## config.mk

```make
export PLATFORM = sky130hd
export DESIGN_NAME = pipe_stage_skid
export DESIGN_NICKNAME = d
export VERILOG_FILES = /design/src/rtl/pipe_pkg.sv /design/src/rtl/pipe_stage_skid_stats.sv /design/src/rtl/pipe_stage_skid.sv
export SDC_FILE = /design/constraint.sdc
export NUM_CORES = 1
export LEC_CHECK = 0
export BUFFER_PORTS_ARGS = -buffer_cell sky130_fd_sc_hd__buf_2
export CAP_MARGIN = 20
export CORE_MARGIN = 5
export CORE_UTILIZATION = 49
export CTS_CLUSTER_SIZE = 20
export DETAILED_ROUTE_END_ITERATION = 8
export PLACE_DENSITY = 0.76
export RECOVER_POWER = 25
export SETUP_SLACK_MARGIN = 0.3
export SYNTH_ARGS = -nofsm -noshare
export SYNTH_HDL_FRONTEND = slang
export SYNTH_SLANG_ARGS = --single-unit
```

## constraint.sdc

```tcl
create_clock -name Clk -period 2.05 [get_ports Clk]
set_input_delay 0.41 -clock Clk [delete_from_list [all_inputs] [get_ports Clk]]
set_output_delay 0.41 -clock Clk [all_outputs]
set_load 0.03 [all_outputs]
```

## src/rtl/pipe_pkg.sv

```systemverilog
// Shared types and helpers for the pipe_stage_skid pipeline register and its
// optional statistics counters.
package pipe_pkg;

    typedef enum logic [1:0] {
        PS_EMPTY = 2'd0,
        PS_ONE   = 2'd1,
        PS_FULL  = 2'd2
    } pipe_state_e;

    localparam int STATS_CNT_W = 32;
    localparam int FLUSH_CNT_W = 16;

    // Increment that sticks at all-ones instead of wrapping.
    function automatic logic [STATS_CNT_W-1:0] sat_inc(input logic [STATS_CNT_W-1:0] v);
        return (v == '1) ? v : v + 1'b1;
    endfunction

endpackage

```

## src/rtl/pipe_stage_skid_stats.sv

```systemverilog
// Saturating activity counters for one pipeline stage boundary: stall cycles,
// bubble cycles and flush pulses. Cleared by Rst only; flush leaves them alone.
module pipe_stage_skid_stats
    import pipe_pkg::*;
(
    input  logic                   Clk,
    input  logic                   Rst,
    input  logic                   flush,
    input  logic                   out_valid,
    input  logic                   out_ready,
    output logic [STATS_CNT_W-1:0] stall_cnt,
    output logic [STATS_CNT_W-1:0] bubble_cnt,
    output logic [FLUSH_CNT_W-1:0] flush_cnt
);

    logic [STATS_CNT_W-1:0] stall_cnt_q;
    logic [STATS_CNT_W-1:0] bubble_cnt_q;
    logic [FLUSH_CNT_W-1:0] flush_cnt_q;

    always_ff @(posedge Clk or posedge Rst) begin
        if (Rst) begin
            stall_cnt_q  <= '0;
            bubble_cnt_q <= '0;
            flush_cnt_q  <= '0;
        end else begin
            if (out_valid && !out_ready) stall_cnt_q <= sat_inc(stall_cnt_q);
            if (!out_valid)              bubble_cnt_q <= sat_inc(bubble_cnt_q);
            if (flush && (flush_cnt_q != '1)) flush_cnt_q <= flush_cnt_q + 1'b1;
        end
    end

    assign stall_cnt  = stall_cnt_q;
    assign bubble_cnt = bubble_cnt_q;
    assign flush_cnt  = flush_cnt_q;

endmodule

```

## src/rtl/pipe_stage_skid.sv

```systemverilog
// Generic valid/ready pipeline register with a 1-entry skid buffer and flush.
// Define PIPE_STAGE_STATS_EN to add the stall/bubble/flush counter ports.
module pipe_stage_skid
    import pipe_pkg::*;
#(
    parameter int                DATA_W         = 32,
    parameter logic [DATA_W-1:0] RESET_VAL      = '0,
    parameter bit                FLUSH_CLR_DATA = 1'b1
) (
    input  logic              Clk,
    input  logic              Rst,
    input  logic              flush,
    input  logic              in_valid,
    output logic              in_ready,
    input  logic [DATA_W-1:0] in_data,
    output logic              out_valid,
    input  logic              out_ready,
    output logic [DATA_W-1:0] out_data
`ifdef PIPE_STAGE_STATS_EN
    ,
    output logic [STATS_CNT_W-1:0] stall_cnt,
    output logic [STATS_CNT_W-1:0] bubble_cnt,
    output logic [FLUSH_CNT_W-1:0] flush_cnt
`endif
);

    // Handshake: a transfer happens on an edge where valid && ready are both 1.
    // in_ready depends only on registered state, so downstream stalls never
    // reach upstream combinationally.
    pipe_state_e       state_q;
    logic [DATA_W-1:0] main_q;
    logic [DATA_W-1:0] skid_q;
    logic              acc_in;
    logic              acc_out;

    assign out_valid = (state_q != PS_EMPTY);
    assign in_ready  = (state_q != PS_FULL);
    assign out_data  = main_q;
    assign acc_in    = in_valid && in_ready;
    assign acc_out   = out_valid && out_ready;

    always_ff @(posedge Clk or posedge Rst) begin
        if (Rst) begin
            state_q <= PS_EMPTY;
            main_q  <= RESET_VAL;
            skid_q  <= RESET_VAL;
        end else if (flush) begin
            // Any payload offered in the flush cycle is dropped.
            state_q <= PS_EMPTY;
            if (FLUSH_CLR_DATA) begin
                main_q <= RESET_VAL;
                skid_q <= RESET_VAL;
            end
        end else begin
            case (state_q)
                PS_EMPTY: begin
                    if (acc_in) begin
                        main_q  <= in_data;
                        state_q <= PS_ONE;
                    end
                end
                PS_ONE: begin
                    if (acc_in && acc_out) begin
                        main_q <= in_data;
                    end else if (acc_in) begin
                        skid_q  <= in_data;
                        state_q <= PS_FULL;
                    end else if (acc_out) begin
                        state_q <= PS_EMPTY;
                    end
                end
                PS_FULL: begin
                    if (acc_out) begin
                        main_q  <= skid_q;
                        state_q <= PS_ONE;
                    end
                end
                default: state_q <= PS_EMPTY;
            endcase
        end
    end

`ifdef PIPE_STAGE_STATS_EN
    pipe_stage_skid_stats u_stats (
        .Clk        (Clk),
        .Rst        (Rst),
        .flush      (flush),
        .out_valid  (out_valid),
        .out_ready  (out_ready),
        .stall_cnt  (stall_cnt),
        .bubble_cnt (bubble_cnt),
        .flush_cnt  (flush_cnt)
    );
`endif

endmodule

```

# Word level (Yosys, flattened, before mapping)
# Index checks and enable logic that the tools add are counted.
# W data, S select, Z words.
dict set report totals {
  reg_bits 66
  latch_bits 0
  ram_bits 0
  rom_bits 0
  input_bits 37
  out_inout_bits 34
  elab_cells 38
  memories 0
}
dict set report classes {
  addsub 0
  mul 0
  n_div 0
  n_lt_le_gt_ge 0
  n_eq_ne 9
  shift 0
  n_mux 15
  bitwise_logic 0
  n_reduce_logical 11
}
# cell count
set ops {}
lappend ops {{$mux W32} 7}
lappend ops {{$pmux W32 S3} 1}
lappend ops {{$mux W2} 6}
lappend ops {{$ne A3 B3 Y1 const B} 4}
lappend ops {{$reduce_and A4 Y1} 2}
lappend ops {{$pmux W2 S3} 1}
lappend ops {{$reduce_bool A2 Y1} 3}
lappend ops {{$ne A2 B2 Y1 const B} 2}
lappend ops {{$ne A4 B4 Y1 const B} 1}
lappend ops {{$reduce_bool A4 Y1} 1}
lappend ops {{$logic_and A1 B1 Y1} 3}
lappend ops {{$reduce_and A3 Y1} 1}
lappend ops {{$eq A2 B1 Y1 const B} 1}
lappend ops {{$eq A2 B2 Y1 const B} 1}
lappend ops {{$logic_not A2 Y1} 1}

# Logic depth before layout (Yosys ltp)
dict set report logic_depth {
  depth_word 7
  ltp_mapped 8
  depth_no_buf 6
}

# Least setup slack after synthesis
# Ideal clock, no wire load.
dict set report synth_timing {
  path_kind {register -> register}
  start {register state_q[0]}
  end {register main_q[0], in the netlist out_data[0]}
  setup_ps 150
  arrival_ps 1681
  required_time_ps 1900
  setup_slack_ps 220
  stages_incl_launch_ff 9
  n_path_buf 2
  period_less_slack_ps 1830
  cell_sequence {dfrtp_1 -> inv_1 -> ha_1 -> inv_1 -> a2111oi_4 -> or2_1 -> buf_6 -> buf_12 -> a211oi_2}
}
dict set report synth_between {
  elab_chain_len 5
  word_cells_on_any_way 15
  classes_between {eq/ne (6); mux (2); reduce/logical (7)}
}
# item line_no
set synth_lines {}
lappend synth_lines {{start: declaration} pipe_stage_skid.sv:30} ;# pipe_state_e state_q;
lappend synth_lines {{start signal: assignment} pipe_stage_skid.sv:44} ;# state_q <= PS_EMPTY;
lappend synth_lines {{start signal: assignment} pipe_stage_skid.sv:49} ;# state_q <= PS_EMPTY;
lappend synth_lines {{start signal: assignment} pipe_stage_skid.sv:59} ;# state_q <= PS_ONE;
lappend synth_lines {{$ne A2 B2 Y1 or $reduce_bool A2 Y1 (tied branches)} {pipe_stage_skid.sv:37, pipe_stage_skid.sv:36}}
lappend synth_lines {{$logic_and A1 B1 Y1 (on tied branches)} {pipe_stage_skid.sv:39, pipe_stage_skid.sv:40}}
lappend synth_lines {{$logic_and A1 B1 Y1} pipe_stage_skid.sv:63} ;# if (acc_in && acc_out) begin
lappend synth_lines {{$ne A3 B3 Y1 (no line)} -}
lappend synth_lines {{$reduce_and A4 Y1 (no line)} -}
lappend synth_lines {{end signal: assignment} pipe_stage_skid.sv:58} ;# main_q <= in_data;
lappend synth_lines {{end signal: assignment} pipe_stage_skid.sv:64} ;# main_q <= in_data;
lappend synth_lines {{end signal: assignment} pipe_stage_skid.sv:74} ;# main_q <= skid_q;
lappend synth_lines {{end: declaration} pipe_stage_skid.sv:31} ;# logic [DATA_W-1:0] main_q;
# Several ways; a longest one is shown, not always the timed one.
# A chain may end at the register's enable or synchronous reset.

# Worst setup path after layout
dict set report layout_timing {
  start {register state_q[1]}
  end {register skid_q[18]}
}
dict set report layout_between {
  elab_chain_len 5
  word_cells_on_any_way 10
  classes_between {eq/ne (3); reduce/logical (7)}
}
# item line_no
set layout_lines {}
lappend layout_lines {{$ne A2 B2 Y1 or $reduce_bool A2 Y1 (tied branches)} {pipe_stage_skid.sv:37, pipe_stage_skid.sv:36}}
lappend layout_lines {{$logic_and A1 B1 Y1 (on tied branches)} {pipe_stage_skid.sv:39, pipe_stage_skid.sv:40}}
lappend layout_lines {{$logic_and A1 B1 Y1} pipe_stage_skid.sv:63}
lappend layout_lines {{$ne A2 B2 Y1 (no line)} -}
lappend layout_lines {{$reduce_and A3 Y1 (no line) (*)} -}
lappend layout_lines {{end signal: assignment} pipe_stage_skid.sv:66} ;# skid_q <= in_data;
lappend layout_lines {{end: declaration} pipe_stage_skid.sv:32} ;# logic [DATA_W-1:0] skid_q;
# Every way passes the cells marked *; elsewhere a longest branch is shown, timed or not.

==> flow_summary.ini <==
[floorplanning]
die_x_um = 91.0
start_util_pct = 50.6
coreArea_um2 = 6350
io_pins = 71
dieArea_um2 = 8280
fp-row-count = 29
die_y_um = 91.0

[placement]
hpwl_um = 5150
place_area_um2 = 3690
gp_congestion = 0.827
portBuffers = 70

[detailed_routing]
drc = 0
wire_per_inst_um = 23.1
routed_wl_um = 9970
drtIter0Drc = 247
antenna_left = 0
avgViaCountPerCell = 6.18
dr_total_vias = 2671
drtPass1Iterations = 4

[yosys]
synth-edff-count = 0
yosysSeqAreaShare_pct = 51.4
yosysWarnings = 0
synthCells = 248
syn-num-nets = 290
async_reset_ff_share_pct = 100
synth_cell_types = 27
synth_flop_cell = dfrtp_1
syn_area_um2 = 3210
avgSynthCellArea_um2 = 13.0
ys_seq_elements = 66

[worst_setup_path]
setup.worst_path.start_class = register
crit_arrival_ps = 2200
crit_path_end_kind = register
cp_slowest_stage_delay_ps = 420
r2r_end = skid_q[18]
critPathMaxFanout = 8
critical_path_class = register to register
path_delay_family = buffers and inverters
r2r-start = state_q[1]
crit_cells = 8
path_cells = buf_6 -> ha_4 -> nand3b_1 -> buf_6 -> nor3b_4 -> buf_4 -> buf_6 -> a22o_1
r2r_cells = 8
cpMaxStageDelayCell = dfrtp_2
reg2reg_slack_ps = 130
crit_top_cell = buf_6
timing.critical_path.to = skid_q[18]
cp-startpoint = state_q[1]
path_buf_inv = 4
required_ps = 2330

[cts]
cts_buffer_depth = 2
cts_tree = done
h-tree-depth = 3
hold_buffers = 0
clock_latency_ps = 350
clkTransAtPathRegs_ps = 80
cts_made_buffers = 9
clock-sinks = 66
clockRootBuffer = clkbuf_8

[power]
ir_worst_vdd_v = 0.000944
combinationalPowerShare_pct = 56.9
power_frac_clock_pct = 17.1
p_seq_share_pct = 26.0
power_density_nw_per_um2 = 1550
p_sw_mw = 2.91
internal_power_mw = 4.18
p_leak_nw = 2.05
p_sw_share_pct = 41.1

[run]
max_cap_violations = 0

[sta]
setup_tns_ps = 0
finClkSkew_ps = 11.4
fmax_mhz = 520
rsz0062_at_grt = true
drv_slew = 0
worst_slew_pin_slew_ps = 1030
hold_viol = 0
post-route-min-period_ps = 1920
relSlewSlack_pct = 31.1
period_share_pct = 93.8
setup_violations = 0

[final_layout]
syn_to_final_growth_pct = 42.4
fin_util_pct = 72.1
mostFrequentLayoutCells = buf_2 (69), dfrtp_1 (64), a22o_1 (32), mux2i_1 (32), a211oi_2 (31)
diodes = 0
final_cell_area_um2 = 4580
final_common_cell = buf_2
drive_gt1_share_pct = 55.5
fin_nets = 392

[global_routing]
grt_pass1_wl_um = 13600
grt_overflow = 0
first_global_vias = 2566
grt_max_degree = 45
antenna_found_initial = 0
track_usage_pct = 20.7

[hold_path]
worst_hold_path_type = primary input to async pin

[run_status]
status = completed
## synthesized netlist by cell type, types with 2 or more instances
| cell type | number | area share (%) |
|---|---|---|
| buf_4 | 3 | 0.70 |
| nor3_1 | 32 | 5.0 |
| dfrtp_1 | 66 | 51 |
| clkbuf_1 | 5 | 0.58 |
| a211oi_2 | 30 | 12 |
| nand2b_1 | 2 | 0.39 |
| a22o_1 | 32 | 8.7 |
| buf_2 | 12 | 1.9 |
| inv_1 | 7 | 0.82 |
| a211oi_1 | 2 | 0.47 |
| nor2_1 | 3 | 0.35 |
| ha_1 | 5 | 1.9 |
| a21oi_1 | 2 | 0.31 |
| buf_12 | 3 | 1.9 |
| mux2i_1 | 32 | 10 |
## power by group through the flow
stage	clock network, mW	logic [mW]	registers, mW
after global placement	0	2.63	1.80
after global routing	1.27	4.22	1.87
after floorplan	0	1.79	2.18
after CTS	1.23	3.26	1.78
after detailed placement	0	2.69	1.81
final	1.22	4.03	1.84
## cells by family (layout without fill, tap and decap cells)
kind of cell,after synthesis,in the layout,share of synthesized area (%)
fa+ha+maj,5,5,1.95
compound gates,71,71,23.2
buf+inv,31,138,6.19
simple gates,42,42,7.01
mux,33,33,10.3
flops,66,66,51.4
## stage by stage
stage	total power, mW	hold slack, ps	setup WS (ps)	std cells
floorplan	3.97	473	286	248
global placement	4.43	483	211	388
detailed placement	4.50	488	124	388
CTS	6.27	109	258	421
global route	7.36	289	27.4	432
finish	7.09	230	127	432
## flip-flops by register name, indices dropped and copies added, names as in the netlist
| name | count |
|---|---|
| out_data | 32 |
| state_q | 2 |
| skid_q | 32 |
## area by class of cell
class,instances,area (um2)
fill,401,1770
sequential,66,1650
multi-input combinational,151,1620
timing repair buffer,115,961
clock buffer,11,141
tap,77,96.3
clock inverter,5,77.6
inverter,7,30.0
## how the worst min path moves through the flow
| stage | startpoint | end | slack, ps | cells after the start |
|---|---|---|---|---|
| 2_1_floorplan | skid_q[0] | skid_q[0] | 470 | 1 |
| 3_3_place_gp | Rst | skid_q[12] | 480 | 2 |
| 3_5_place_dp | Rst | skid_q[14] | 490 | 2 |
| 4_1_cts | Rst | skid_q[12] | 110 | 2 |
| 5_1_grt | in_data[11] | skid_q[11] | 290 | 2 |
| 6_report | Rst | skid_q[19] | 230 | 2 |
## what timing repair did
| item | 4_1_cts | 5_1_grt |
|---|---|---|
| gates cloned | 5 | 6 |
| gates resized for setup | 28 | 46 |
| pin swaps | 11 | 69 |
| endpoints found under the setup margin | 67 | 67 |
| setup buffers | 12 | 5 |
## routing by layer
layer,share of wire [%],up-vias,global-route usage (%)
li1,-,1155,-
met1,39,1380,28.5
met2,52,113,31.5
met3,6.5,23,3.80
met4,2.6,0,10.4
met5,0,-,0
No activity file was read; power rests on OpenSTA's default activity.
